--- src/rtl/mode_switch_pkg.sv ---
// Shared state encoding and default timing values for the HF/LF mode switch controller.
package mode_switch_pkg;

  typedef enum logic [2:0] {
    StIdle,
    StDebounce,
    StWaitQuiet,
    StBlank,
    StSwap,
    StSettle
  } state_e;

  localparam int unsigned DebCyclesDef    = 240;
  localparam int unsigned SettleCyclesDef = 48;
  localparam int unsigned QuietTimeoutDef = 24000;

  // Width of a counter able to hold the largest of the three terminal counts.
  function automatic int unsigned cnt_width(input int unsigned a, input int unsigned b,
                                            input int unsigned c);
    int unsigned m;
    m = a;
    if (b > m) m = b;
    if (c > m) m = c;
    return $clog2(m + 1);
  endfunction

endpackage

--- src/rtl/mode_sync.sv ---
// Two-flop synchroniser bringing the asynchronous mode pin into the pck0 domain.
module mode_sync (
  input  logic clk,
  input  logic rst_n,
  input  logic d,
  output logic q
);

  logic meta_q;

  always_ff @(posedge clk or negedge rst_n) begin
    if (!rst_n) begin
      meta_q <= 1'b0;
      q      <= 1'b0;
    end else begin
      meta_q <= d;
      q      <= meta_q;
    end
  end

endmodule

--- src/rtl/mode_switch_ctrl.sv ---
// HF/LF mode switch sequencer: debounce, wait for an idle bus, blank, swap, settle.
// Define MODE_SWITCH_TIMEOUT_EN to force the swap after QUIET_TIMEOUT cycles of a busy bus.
module mode_switch_ctrl
  import mode_switch_pkg::*;
#(
  parameter int unsigned DEB_CYCLES    = DebCyclesDef,
  parameter int unsigned SETTLE_CYCLES = SettleCyclesDef,
  parameter int unsigned QUIET_TIMEOUT = QuietTimeoutDef
) (
  input  logic       pck0,
  input  logic       nrst,
  input  logic       fpga_switch_raw,
  input  logic       ncs,
  input  logic       ssp_frame,
  output logic       mode_sel,
  output logic       blank,
  output logic       hf_rst_n,
  output logic       lf_rst_n,
  output logic       busy,
  output logic [7:0] switch_cnt,
  output logic       timeout_flag
);

  localparam int unsigned CntW = cnt_width(DEB_CYCLES, SETTLE_CYCLES, QUIET_TIMEOUT);

  logic sw_s;

  mode_sync u_sync (
    .clk   (pck0),
    .rst_n (nrst),
    .d     (fpga_switch_raw),
    .q     (sw_s)
  );

  state_e            state_q, state_d;
  logic [CntW-1:0]   cnt_q, cnt_d;
  logic              mode_sel_q, mode_sel_d;
  logic              blank_q, blank_d;
  logic              hf_rst_n_q, hf_rst_n_d;
  logic              lf_rst_n_q, lf_rst_n_d;
  logic [7:0]        switch_cnt_q, switch_cnt_d;
  logic              mismatch, quiet, open;

  assign mismatch = (sw_s != mode_sel_q);
  assign quiet    = ncs && !ssp_frame;

`ifdef MODE_SWITCH_TIMEOUT_EN
  logic timeout_q, timeout_d;
`endif

  always_comb begin
    state_d      = state_q;
    cnt_d        = cnt_q;
    mode_sel_d   = mode_sel_q;
    switch_cnt_d = switch_cnt_q;
`ifdef MODE_SWITCH_TIMEOUT_EN
    timeout_d    = timeout_q;
`endif
    unique case (state_q)
      StIdle: begin
        if (mismatch) begin
          state_d = StDebounce;
          cnt_d   = '0;
        end
      end
      StDebounce: begin
        if (!mismatch) begin
          state_d = StIdle;
        end else if (cnt_q == CntW'(DEB_CYCLES - 1)) begin
          state_d = StWaitQuiet;
          cnt_d   = '0;
        end else begin
          cnt_d = cnt_q + 1'b1;
        end
      end
      StWaitQuiet: begin
        if (!mismatch) begin
          state_d = StIdle;
        end else if (quiet) begin
          state_d = StBlank;
`ifdef MODE_SWITCH_TIMEOUT_EN
        end else if (cnt_q == CntW'(QUIET_TIMEOUT - 1)) begin
          state_d   = StBlank;
          timeout_d = 1'b1;
        end else begin
          cnt_d = cnt_q + 1'b1;
`endif
        end
      end
      StBlank: state_d = StSwap;
      StSwap: begin
        mode_sel_d   = ~mode_sel_q;
        switch_cnt_d = switch_cnt_q + 8'd1;
        state_d      = StSettle;
        cnt_d        = '0;
      end
      StSettle: begin
        if (cnt_q == CntW'(SETTLE_CYCLES - 1)) begin
          state_d = StIdle;
        end else begin
          cnt_d = cnt_q + 1'b1;
        end
      end
      default: begin
        state_d = StSettle;
        cnt_d   = '0;
      end
    endcase

    // Outputs are registered from the next state so the antenna and core resets never glitch.
    open       = state_d inside {StIdle, StDebounce, StWaitQuiet};
    blank_d    = !open;
    hf_rst_n_d = open && mode_sel_d;
    lf_rst_n_d = open && !mode_sel_d;
  end

  always_ff @(posedge pck0 or negedge nrst) begin
    if (!nrst) begin
      state_q      <= StSettle;
      cnt_q        <= '0;
      mode_sel_q   <= 1'b0;
      blank_q      <= 1'b1;
      hf_rst_n_q   <= 1'b0;
      lf_rst_n_q   <= 1'b0;
      switch_cnt_q <= 8'd0;
    end else begin
      state_q      <= state_d;
      cnt_q        <= cnt_d;
      mode_sel_q   <= mode_sel_d;
      blank_q      <= blank_d;
      hf_rst_n_q   <= hf_rst_n_d;
      lf_rst_n_q   <= lf_rst_n_d;
      switch_cnt_q <= switch_cnt_d;
    end
  end

`ifdef MODE_SWITCH_TIMEOUT_EN
  always_ff @(posedge pck0 or negedge nrst) begin
    if (!nrst) begin
      timeout_q <= 1'b0;
    end else begin
      timeout_q <= timeout_d;
    end
  end

  assign timeout_flag = timeout_q;
`else
  assign timeout_flag = 1'b0;
`endif

  assign mode_sel   = mode_sel_q;
  assign blank      = blank_q;
  assign hf_rst_n   = hf_rst_n_q;
  assign lf_rst_n   = lf_rst_n_q;
  assign switch_cnt = switch_cnt_q;
  assign busy       = (state_q != StIdle);

endmodule
--- config.mk ---
export PLATFORM = sky130hd
export DESIGN_NAME = mode_switch_ctrl
export DESIGN_NICKNAME = d
export VERILOG_FILES = /design/src/rtl/mode_switch_pkg.sv /design/src/rtl/mode_sync.sv /design/src/rtl/mode_switch_ctrl.sv
export SDC_FILE = /design/constraint.sdc
export NUM_CORES = 1
export LEC_CHECK = 0
export BUFFER_PORTS_ARGS = -buffer_cell sky130_fd_sc_hd__buf_2
export CAP_MARGIN = 40
export CELL_PAD_IN_SITES_DETAIL_PLACEMENT = 1
export CELL_PAD_IN_SITES_GLOBAL_PLACEMENT = 1
export CORE_ASPECT_RATIO = 0.9
export CORE_MARGIN = 5
export CORE_UTILIZATION = 40
export CTS_CLUSTER_DIAMETER = 50
export DETAILED_ROUTE_END_ITERATION = 8
export GPL_TIMING_DRIVEN = 1
export PLACE_DENSITY_LB_ADDON = 0.1
export SYNTH_ARGS = -nofsm -noshare
export SYNTH_HDL_FRONTEND = slang
export SYNTH_SLANG_ARGS = --single-unit
--- constraint.sdc ---
create_clock -name pck0 -period 2.5 [get_ports pck0]
set_input_delay 0.125 -clock pck0 [delete_from_list [all_inputs] [get_ports pck0]]
set_output_delay 0.125 -clock pck0 [all_outputs]
set_load 0.01 [all_outputs]
* Word level (Yosys, flattened, before mapping)
Cells that the tools add are included. W data, S select, Z words.
Operators by class: add/subtract/negate cells 2, eq/ne operators 13, muxes and demuxes 13, bitwise operators 2, reduce and logical (&&, ||, !) cells 12
Operators with widths (count):
- $mux W15 | 4
- $pmux W15 S4 | 1
- $mux W3 | 6
- $add A15 B1 Y15 const B | 1
- $eq A15 B6 Y1 const B | 1
- $eq A15 B8 Y1 const B | 1
- $pmux W3 S5 | 1
- $eq A3 B2 Y1 const B | 3
- $add A8 B1 Y8 const B | 1
- $eq A3 B1 Y1 const B | 2
- $eq A3 B3 Y1 const B | 2
- $logic_not A3 Y1 | 2
- $ne A2 B2 Y1 const B | 3
- $reduce_bool A3 Y1 | 2
- $reduce_and A4 Y1 | 1
- $logic_and A1 B1 Y1 | 3
- $logic_not A1 Y1 | 3
- $not A1 Y1 | 2
- $reduce_or A2 Y1 | 1
- $mux W1 | 1
- $ne A1 B1 Y1 | 1
Word-level totals: flip-flop bits (word level) 32, input port bits 5, output and inout port bits 14, logic and storage cells 51

* Depth between registers and ports, before layout
Gate-level depths: netlist of run 1.
depth after elaboration 8, depth in mapped cells 7, mapped depth without buffers 6

* Modules after synthesis
Synthesis of run 1 repeated with hierarchy kept, for this count alone.
Unflattened totals: cells, all modules 175, area, all modules 1819.2 um2
Modules (own cells, without submodules):
- mode_switch_ctrl | times used 1, cells each 173, area an instance 1769.2 um2, seq. area each 754.5 um2
- mode_sync | times used 1, cells each 2, area an instance 50.0 um2, seq. area each 50.0 um2

* Least setup slack after synthesis of run 1
OpenSTA, ideal clock, no wires.
path kind register -> register, from register state_q[0], to register cnt_q[10], setup time 0.121 ns, arrival 1.953 ns, required time 2.379 ns, slack 0.426 ns, stages on the path, launching flop included 8, buffers on the path 2, clock period less this slack 2.074 ns, cell sequence dfstp_2 -> buf_2 -> or4b_1 -> and2_4 -> a211oi_4 -> nor2b_2 -> buf_6 -> a22o_1
Between the ends: cells in the longest elaborated chain, start to end 4
Ends and longest elaborated chain:
- from (decl) | RTL line mode_switch_ctrl.sv:35 | state_e state_q, state_d;
- from (signal assigned) | RTL line mode_switch_ctrl.sv:119 | state_q <= StSettle;
- from (signal assigned) | RTL line mode_switch_ctrl.sv:127 | state_q <= state_d;
- $eq A3 B2 Y1 | RTL line mode_switch_ctrl.sv:59 | unique case (state_q)
- $reduce_or A2 Y1 (no line)
- $not A1 Y1 (no line)
- $reduce_and A4 Y1 (no line)
- to (signal assigned) | RTL line mode_switch_ctrl.sv:128 | cnt_q <= cnt_d;
- to (decl) | RTL line mode_switch_ctrl.sv:36 | logic [CntW-1:0] cnt_q, cnt_d;
Parallel ways exist; a longest one is shown, timed or not. A chain may end at the register's enable or synchronous reset.

* Worst setup path after layout of run 1
from register cnt_q[0], to register cnt_q[14]
Between the ends: cells in the longest elaborated chain, start to end 4
Ends and longest elaborated chain:
- $add A15 B1 Y15 / $eq A15 B8 Y1 (equally long branches) | RTL line mode_switch_ctrl.sv:73, mode_switch_ctrl.sv:101, mode_switch_ctrl.sv:69
- $mux W15 | RTL line mode_switch_ctrl.sv:69 | end else if (cnt_q == CntW'(DEB_CYCLES - 1)) begin
- $mux W15 | RTL line mode_switch_ctrl.sv:67 | if (!mismatch) begin
- $pmux W15 S4 | RTL line mode_switch_ctrl.sv:59
Parallel ways exist; a longest one is shown, timed or not. The select of a mux whose other input is x is not followed.

==> impl_results.md, run 1 <==
- Cell Area, Placed: 0.00175 mm^2
- Fin nets: 187
- Tot GR Track Use: 15.8%
- Post-synth EDFFs: 0
- Final antenna-violating net count: 0
- TNS Setup: 0 ns
- Pwr Total: 0.00114 W
- Die width: 77.5 um
- IO Count: 19
- WL met1: 1.69 mm
- PortBufs: 17
- Post-Route Skew: 0.00341 ns
- Asr flop ratio synth: 100%
- DR WL met3: 200 um
- Initial core utilization: 40.8%
- Cell leakage power: 0.908 nW
- Vias per cell: 5.63
- Drt wl/cell: 16.6 um
- 1st-iter DRT viols: 30
- Synth Register Bits: 32
- Ratio of cells with drive above 1 in the final layout: 23.2%
- Crit Path Max Fanout: 7
- CP top delay family: simple AND/OR/NAND/NOR gates
- Netlist Area Pre-Place: 0.00164 mm^2
- Final worst setup slack: 0.306 ns
- Post-route cell area: 0.00190 mm^2
- Sequence of cells on the critical path: ha_1, and3_1, and4_1, a21oi_1, nand2b_1, o311ai_1
- CP Launch Point: cnt_q[0]
- Area Overhead vs Synth: 15.6%
- Worst path slowest cell: dfrtp_1
- Via count: 1289
- Worst-skew pair later-pin latency: 0.28 ns
- VDD IR max: 0.249 mV
- DRT Wirelength: 3.81 mm
- Die ar.: 0.00548 mm^2
- Most common cell after layout, fill and taps aside: dfrtp_1
- Slew Limit Fails: 0
- Status: complete, no violations
- Slew @ Worst Pin: 0.718 ns
- Worst path bufs/invs: 0
- Final Hold Viols: 0
- Pre-CTS setup slack: 0.309 ns
- Initial antenna violation count: 0
- Post-synthesis cell count: 159
- Fin crit period: 2.19 ns
- Largest net degree at the start of global routing: 33
- H-tree Lvls: 2
- Reg2reg setup slack: 0.31 ns
- CTS tree: built
- Power per standard cell area: 602 mW/mm^2
- Synth Net Count: 166
- Syn Area/Cell: 10.3 um^2
- Hpwl dp: 2.75 mm
- Most used DFF post-synth: dfrtp_1
- CP arrival: 2.38 ns
- Crit path kind: reg2reg
- Yosys warns: 0
- Vias in the first global route: 1369
- Slew margin rel.: 52.2%
- # clock sinks: 32
- CTS buffer count: 5
- Rows: 22
- Pre-Repair DR Iteration Count: 4
- Clock Pin Slew Worst Setup and Hold Paths: 0.07 ns
- Routability cong.: 0.868
- Final worst path period share: 87.8%
- CP Data Required Time: 2.68 ns
- Worst hold start: ncs
- CTS root buffer: clkbuf_8
- First-pass GRT wire length: 6.80 mm
- Peak Freq: 456 MHz
- Startpoint types: flip-flop
- Critical path's largest stage delay: 0.44 ns
- Core area: 0.00402 mm^2
- Synth cell types: 40
- Critical Path End Type: flip-flop
- Chip height: 70.7 um
- Most frequent cells in the layout: dfrtp_1 (29), buf_2 (17), nor2_1 (16)
- RSZ-0062 raised after global routing: false
- Max_cap viols: 0
- Register area share after synthesis: 49.1%
- # diodes: 0
- Reg2reg start: cnt_q[0]
- # DRC: 0
- Final core occ: 47.2%
- GRT overflow: 0
- # Post-CTS Setup Buffers: 0
- DR top layer: met4
- WL met2: 1.85 mm
- Worst hold path type: in2reg
- Final Setup Violations: 0
- Clock tree buffer depth: 2
## worst register-to-register path, delay by kind of cell (launching register included)
kind / cells / cell delay [ns]
adder cells (fa/ha/maj): 1 / 0.28
AND/OR/NAND/NOR: 3 / 0.71
flip-flops: 1 / 0.44
AO/OA/AOI/OAI: 2 / 0.67
## per-layer routing
layer	global-route usage, %	vias up
li1	-	614
met1	20.0	638
met2	24.4	28
met3	5.73	9
met4	6.87	0
met5	0	-
## cell type report
cell class	count	area, um^2
clock buffers	7	96.3
inverters	1	3.75
repair buffers	22	128
well taps	48	60.1
clock inverters	1	30.0
flip-flops and latches	32	805
fillers	461	2120
multi-input cells	118	773
## logic make-up after synthesis
family,count (synthesis),synth area share [%]
AND/OR/NAND/NOR,69,22.7
AO/OA/AOI/OAI,35,16.5
flip-flops,32,49.1
other,1,0.229
adder cells (fa/ha/maj),2,1.53
multiplexers,2,1.37
buffers and inverters,9,3.74
XOR/XNOR,9,4.81
## final timing paths
kind,cells after the start,to
max in group asynchronous,2,cnt_q[12]
hold / removal,5,state_q[0]
min in group asynchronous,2,hf_rst_n
setup reg to reg,6,cnt_q[14]
setup / recovery,6,cnt_q[14]
hold reg to reg,0,u_sync.q
## state kept, by name, summed over array words and instances (netlist names)
signal and cells:
switch_cnt 8, u_sync.meta_q 1, state_q 3, hf_rst_n 1
cnt_q 15, u_sync.q 1, blank 1, lf_rst_n 1
mode_sel 1
## synth_stat cells, types with 4 or more instances
cell | count | area share, %
a21o_2 | 4 | 2.1
nand2_1 | 12 | 2.7
nand2b_1 | 4 | 1.5
nor2_1 | 16 | 3.7
dfrtp_1 | 29 | 44
and3_1 | 5 | 1.9
a22o_1 | 9 | 4.8
xor2_1 | 4 | 2.1
nand4_1 | 7 | 2.7
xnor2_1 | 5 | 2.7
nand3_1 | 8 | 2.4
or3_1 | 4 | 1.5
o21ai_0 | 8 | 2.4
## power breakdown
group / internal [W] / switching, W
sequential: 0.000527 / 0.0000112
combinational: 0.0000231 / 0.0000352
clock: 0.000352 / 0.000193
## what timing repair did
action | 4_1_cts | 5_1_grt
hold endpoints to repair | 30 | 0
hold buffers | 2 | 0
resized for setup | 0 | 0
## stage by stage
stage	cells	hold WS (ns)
floorplan	159	-0.171
global placement	219	0.215
detailed placement	219	0.221
CTS	229	0.225
global route	229	0.253
finish	229	0.236
(Power assumes the default switching activity.)
==> inputs of run 2 (changes only) <==
--- a/config.mk
+++ b/config.mk
@@ -15,6 +15,7 @@
 export CTS_CLUSTER_DIAMETER = 50
 export DETAILED_ROUTE_END_ITERATION = 8
 export GPL_TIMING_DRIVEN = 1
+export MAX_ROUTING_LAYER = met4
 export PLACE_DENSITY_LB_ADDON = 0.1
 export SYNTH_ARGS = -nofsm -noshare
 export SYNTH_HDL_FRONTEND = slang
==> impl_results.md, run 2 (synthesized netlist as in run 1, its figures left out) <==
- WL met1: 1.68 mm (-0.12%)
- Pre-CTS setup slack: 0.309 ns (unchanged)
- Slew Limit Fails: 0 (unchanged)
- DR top layer: met4
- Via count: 1289 (unchanged)
- Worst path bufs/invs: 0 (unchanged)
- Critical path's largest stage delay: 0.44 ns (about the same)
- Fin nets: 187 (unchanged)
- Multi-input combinational cell area: 773 um^2 (unchanged)
- Final Setup Violations: 0 (unchanged)
- Reg2reg setup slack: 0.32 ns (about the same)
- Die width: 77.5 um (unchanged)
- Initial antenna violation count: 0 (unchanged)
- DR WL met3: 233 um (+17%)
- RSZ-0062 raised after global routing: false
- Largest register FFs: 15 (unchanged)
- Crit path kind: reg2reg
- Most frequent cells in the layout: dfrtp_1 (29), buf_2 (17), nor2_1 (16)
- FF-to-FF path depth: 6 (unchanged)
- Crit Path Max Fanout: 7 (unchanged)
- VDD IR max: 0.249 mV (about the same)
- Vias in the first global route: 1365 (-0.29%)
- Biggest register: cnt_q
- Final core occ: 47.2% (unchanged)
- Storage element area: 805 um^2 (unchanged)
- Final worst path period share: 87.4% (-0.37 points)
- Clock Pin Slew Worst Setup and Hold Paths: 0.07 ns (about the same)
- Critical Path End Type: flip-flop
- 1st-iter DRT viols: 38 (+27%)
- Final Hold Viols: 0 (unchanged)
- DRT Wirelength: 3.82 mm (+0.29%)
- Peak Freq: 458 MHz (+0.43%)
- Cell leakage power: 0.908 nW (unchanged)
- CP top delay family: simple AND/OR/NAND/NOR gates
- Tot GR Track Use: 16.2% (+0.42 points)
- # Post-CTS Setup Buffers: 0 (unchanged)
- Slew @ Worst Pin: 0.707 ns (-0.0106 ns)
- Post-Route Skew: 0.00322 ns (-0.000187 ns)
- First-pass GRT wire length: 6.79 mm (-0.21%)
- CTS buffer count: 5 (unchanged)
- WL met2: 1.86 mm (+0.65%)
- CTS tree: built
- Filler Cell Count: 461 (unchanged)
- CTS root buffer: clkbuf_8
- Hpwl dp: 2.75 mm (unchanged)
- CP arrival: 2.37 ns (about the same)
- Vias per cell: 5.63 (unchanged)
- # clock sinks: 32 (unchanged)
- Hold Path Stages: 5 (unchanged)
- IO Count: 19 (unchanged)
- Max_cap viols: 0 (unchanged)
- Initial core utilization: 40.8% (unchanged)
- Slew margin rel.: 52.9% (+0.70 points)
- Rows: 22 (unchanged)
- Chip height: 70.7 um (unchanged)
- Clock tree buffer depth: 2 (unchanged)
- PortBufs: 17 (unchanged)
- Final antenna-violating net count: 0 (unchanged)
- Final worst setup slack: 0.315 ns (+0.00929 ns)
- Status: complete, no violations
- Largest net degree at the start of global routing: 33 (unchanged)
- Startpoint types: flip-flop
- # diodes: 0 (unchanged)
- Fin crit period: 2.18 ns (-0.00929 ns)
- Routability cong.: 0.882 (+1.6%)
- Worst path slowest cell: dfrtp_1
- Core area: 0.00402 mm^2 (unchanged)
- Power per standard cell area: 602 mW/mm^2 (about the same)
- Pre-Repair DR Iteration Count: 4 (unchanged)
- # DRC: 0 (unchanged)
- Most common cell after layout, fill and taps aside: dfrtp_1
- GRT overflow: 0 (unchanged)
- CP Data Required Time: 2.68 ns (about the same)
- Drt wl/cell: 16.7 um (+0.29%)
- Ratio of cells with drive above 1 in the final layout: 23.2% (unchanged)
- Stages on worst setup path: 6 (unchanged)
- H-tree Lvls: 2 (unchanged)
- Die ar.: 0.00548 mm^2 (unchanged)
- Sequence of cells on the critical path: ha_1, and3_1, and4_1, a21oi_1, nand2b_1, o311ai_1
- TNS Setup: 0 ns (unchanged)
- Worst-skew pair later-pin latency: 0.28 ns (about the same)
- Area Overhead vs Synth: 15.6% (unchanged)
- Worst hold path type: in2reg
## run 2: cell counts in the layout (fill, tap and decap cells not counted)
No cell type changed its count.
## run 2: layer usage
layer / up-vias / track usage, %
met5: - / -
met4: 0 / 6.87
met3: 6 / 5.34
met2: 32 / 24.3
met1: 636 / 20.1
li1: 615 / -
## run 2: area by class of cell
| cell class | count | share of cell area, % |
|---|---|---|
| inverter | 1 | 0.198 |
| sequential | 32 | 42.4 |
| tap | 48 | 3.17 |
| timing repair buffer | 22 | 6.73 |
| clock inverter | 1 | 1.58 |
| multi-input combinational | 118 | 40.8 |
| clock buffer | 7 | 5.08 |
## run 2: worst reg2reg max path: cells and delay by family, from the launching register on
| kind | cells | cell delay, ns |
|---|---|---|
| adders and majority gates | 1 | 0.28 |
| and+or+nand+nor | 3 | 0.70 |
| AOI/OAI and AO/OA | 2 | 0.67 |
| DFF | 1 | 0.44 |
## run 2: worst paths after layout
path	start	endpoint
worst min register to register	u_sync.meta_q	u_sync.q
worst max register to register	cnt_q[0]	cnt_q[14]
max in group asynchronous	nrst	cnt_q[0]
worst min-delay path	ncs	state_q[0]
worst max-delay path	cnt_q[0]	cnt_q[14]
min in group asynchronous	nrst	hf_rst_n
## run 2: repair_timing
action / CTS / global route
endpoints found under the hold margin: 30 / 0
hold buffers: 2 / 0
setup endpoints to repair: 0 / 0
resized for setup: 0 / 0
## run 2: through the flow
stage / cell area [um^2] / total power [W] / cells / hold WS [ns]
after detailed placement: 1750 / 0.000603 / 219 / 0.221
after CTS: 1900 / 0.00116 / 229 / 0.225
after floorplan: 1640 / 0.000580 / 159 / -0.171
after global placement: 1750 / 0.000601 / 219 / 0.215
after global routing: 1900 / 0.00119 / 229 / 0.255
final: 1900 / 0.00114 / 229 / 0.236
## run 2: power by group
group	total (W)	switching, W	internal (W)
Sequential	0.000538	0.0000112	0.000527
Combinational	0.0000580	0.0000349	0.0000231
Clock	0.000545	0.000194	0.000352
==> inputs of run 3 (changes only) <==
--- a/config.mk
+++ b/config.mk
@@ -12,6 +12,7 @@
 export CORE_ASPECT_RATIO = 0.9
 export CORE_MARGIN = 5
 export CORE_UTILIZATION = 40
+export CTS_BUF_LIST = sky130_fd_sc_hd__clkbuf_4
 export CTS_CLUSTER_DIAMETER = 50
 export DETAILED_ROUTE_END_ITERATION = 8
 export GPL_TIMING_DRIVEN = 1
==> impl_results.md, run 3 (synthesized netlist as in run 1, its figures left out) <==
- Chip height: 70.7 um (unchanged)
- Fin crit period: 2.21 ns (+0.0299 ns)
- Crit path kind: reg2reg
- Startpoint types: flip-flop
- Hpwl dp: 2.75 mm (unchanged)
- Worst setup path end: cnt_q[14]
- Multi-input combinational cell area: 773 um^2 (unchanged)
- Worst hold start: ncs
- Final antenna-violating net count: 0 (unchanged)
- Cell leakage power: 0.884 nW (-2.7%)
- FF-to-FF path depth: 6 (unchanged)
- # diodes: 0 (unchanged)
- Final Setup Violations: 0 (unchanged)
- Final worst path period share: 88.6% (+1.2 points)
- First-pass GRT wire length: 6.69 mm (-1.4%)
- Rows: 22 (unchanged)
- Largest net degree at the start of global routing: 33 (unchanged)
- CTS buffer count: 5 (unchanged)
- RSZ-0062 raised after global routing: false
- GRT overflow: 0 (unchanged)
- DRT Wirelength: 3.83 mm (+0.24%)
- # clock sinks: 32 (unchanged)
- CP arrival: 2.45 ns (+0.08 ns)
- Filler Cell Count: 472 (+2.4%)
- Drt wl/cell: 16.7 um (+0.24%)
- Reg2reg start: cnt_q[0]
- Post-route cell area: 0.00184 mm^2 (-2.7%)
- Power per standard cell area: 535 mW/mm^2 (-11%)
- Die width: 77.5 um (unchanged)
- Vias per cell: 5.64 (+0.16%)
- 1st-iter DRT viols: 26 (-32%)
- Tot GR Track Use: 15.8% (-0.47 points)
- Peak Freq: 452 MHz (-1.4%)
- PortBufs: 17 (unchanged)
- CTS tree: built
- Worst-skew pair later-pin latency: 0.33 ns (+0.05 ns)
- Max_cap viols: 0 (unchanged)
- Pre-CTS setup slack: 0.309 ns (unchanged)
- Status: complete, no violations
- Pwr Total: 0.000987 W (-13%)
- Slew @ Worst Pin: 0.727 ns (+0.0198 ns)
- Critical R2R Capture: cnt_q[14]
- # Post-CTS Setup Buffers: 0 (unchanged)
- # hold bufs at CTS: 2 (unchanged)
- Initial antenna violation count: 0 (unchanged)
- Slew margin rel.: 51.5% (-1.3 points)
- # resized after CTS: 0 (unchanged)
- Most common cell after layout, fill and taps aside: dfrtp_1
- Clock Pin Slew Worst Setup and Hold Paths: 0.10 ns (+0.03 ns)
- Ratio of cells with drive above 1 in the final layout: 22.1% (-1.1 points)
- CTS root buffer: clkbuf_4
- CP Launch Point: cnt_q[0]
- TNS Setup: 0 ns (unchanged)
- Die ar.: 0.00548 mm^2 (unchanged)
- Routability cong.: 0.882 (unchanged)
- Hold Path Stages: 5 (unchanged)
- Biggest register: cnt_q
- Storage element area: 805 um^2 (unchanged)
- Final Hold Viols: 0 (unchanged)
- Initial core utilization: 40.8% (unchanged)
- CP Data Required Time: 2.74 ns (+0.06 ns)
- IO Count: 19 (unchanged)
- Slew Limit Fails: 0 (unchanged)
- Pre-Repair DR Iteration Count: 4 (unchanged)
- Area Overhead vs Synth: 12.5%
- Core area: 0.00402 mm^2 (unchanged)
- Reg2reg setup slack: 0.29 ns (-0.03 ns)
- Via count: 1291 (+0.16%)
- Largest register FFs: 15 (unchanged)
- Cell Area, Placed: 0.00175 mm^2 (unchanged)
- Crit Path Max Fanout: 7 (unchanged)
- # DRC: 0 (unchanged)
- Final worst setup slack: 0.285 ns (-0.0299 ns)
- H-tree Lvls: 2 (unchanged)
- Most frequent cells in the layout: dfrtp_1 (29), buf_2 (17), nor2_1 (16)
- Fin nets: 187 (unchanged)
- Worst hold path type: in2reg
- Critical Path End Type: flip-flop
- Vias in the first global route: 1374 (+0.66%)
- Post-Route Skew: 0.00315 ns (-0.0000653 ns)
- Clock tree buffer depth: 2 (unchanged)
- VDD IR max: 0.200 mV (-20%)
[run 3: changes by cell type in the layout (fill, tap and decap cells not counted)]
cell      before  now
clkbuf_8       7    0
clkbuf_4       0    5
clkinv_1       0    2
[run 3: stage by stage]
step	hold WS (ns)	util [%]	std cells
after floorplan	-0.171	-	159
after global placement	0.215	43.5	219
after detailed placement	0.221	43.5	219
after CTS	0.158	45.9	229
after global routing	0.193	45.9	229
final	0.180	45.9	229
[run 3: final cells by class]
type / count / area share [%]
clock inverter: 3 / 2.04
clock buffer: 5 / 2.04
multi-input combinational: 118 / 41.9
sequential: 32 / 43.6
tap: 48 / 3.26
inverter: 1 / 0.204
timing repair buffer: 22 / 6.92
[run 3: report_power, final]
group	total [W]	internal, W	switching (W)
clock network	0.000391	0.000204	0.000187
registers	0.000538	0.000526	0.0000114
logic	0.0000588	0.0000231	0.0000357
total	0.000987	0.000754	0.000234
[run 3: worst min-delay path by stage]
stage | end
detailed placement | switch_cnt[5]
floorplan | cnt_q[0]
finish | state_q[0]
CTS | state_q[0]
global placement | switch_cnt[6]
global route | state_q[0]
[run 3: critical path: stages (launching register included)]
cell      delay [ns]
dfrtp_1         0.45
ha_1            0.29
and3_1          0.22
and4_1          0.21
a21oi_1         0.34
nand2b_1        0.28
o311ai_1        0.33
[run 3: routing by layer]
layer / global-route usage, % / wire, um
met2: 23.6 / 1830
met5: - / 0
met1: 19.9 / 1740
met3: 4.58 / 186
met4: 6.87 / 68
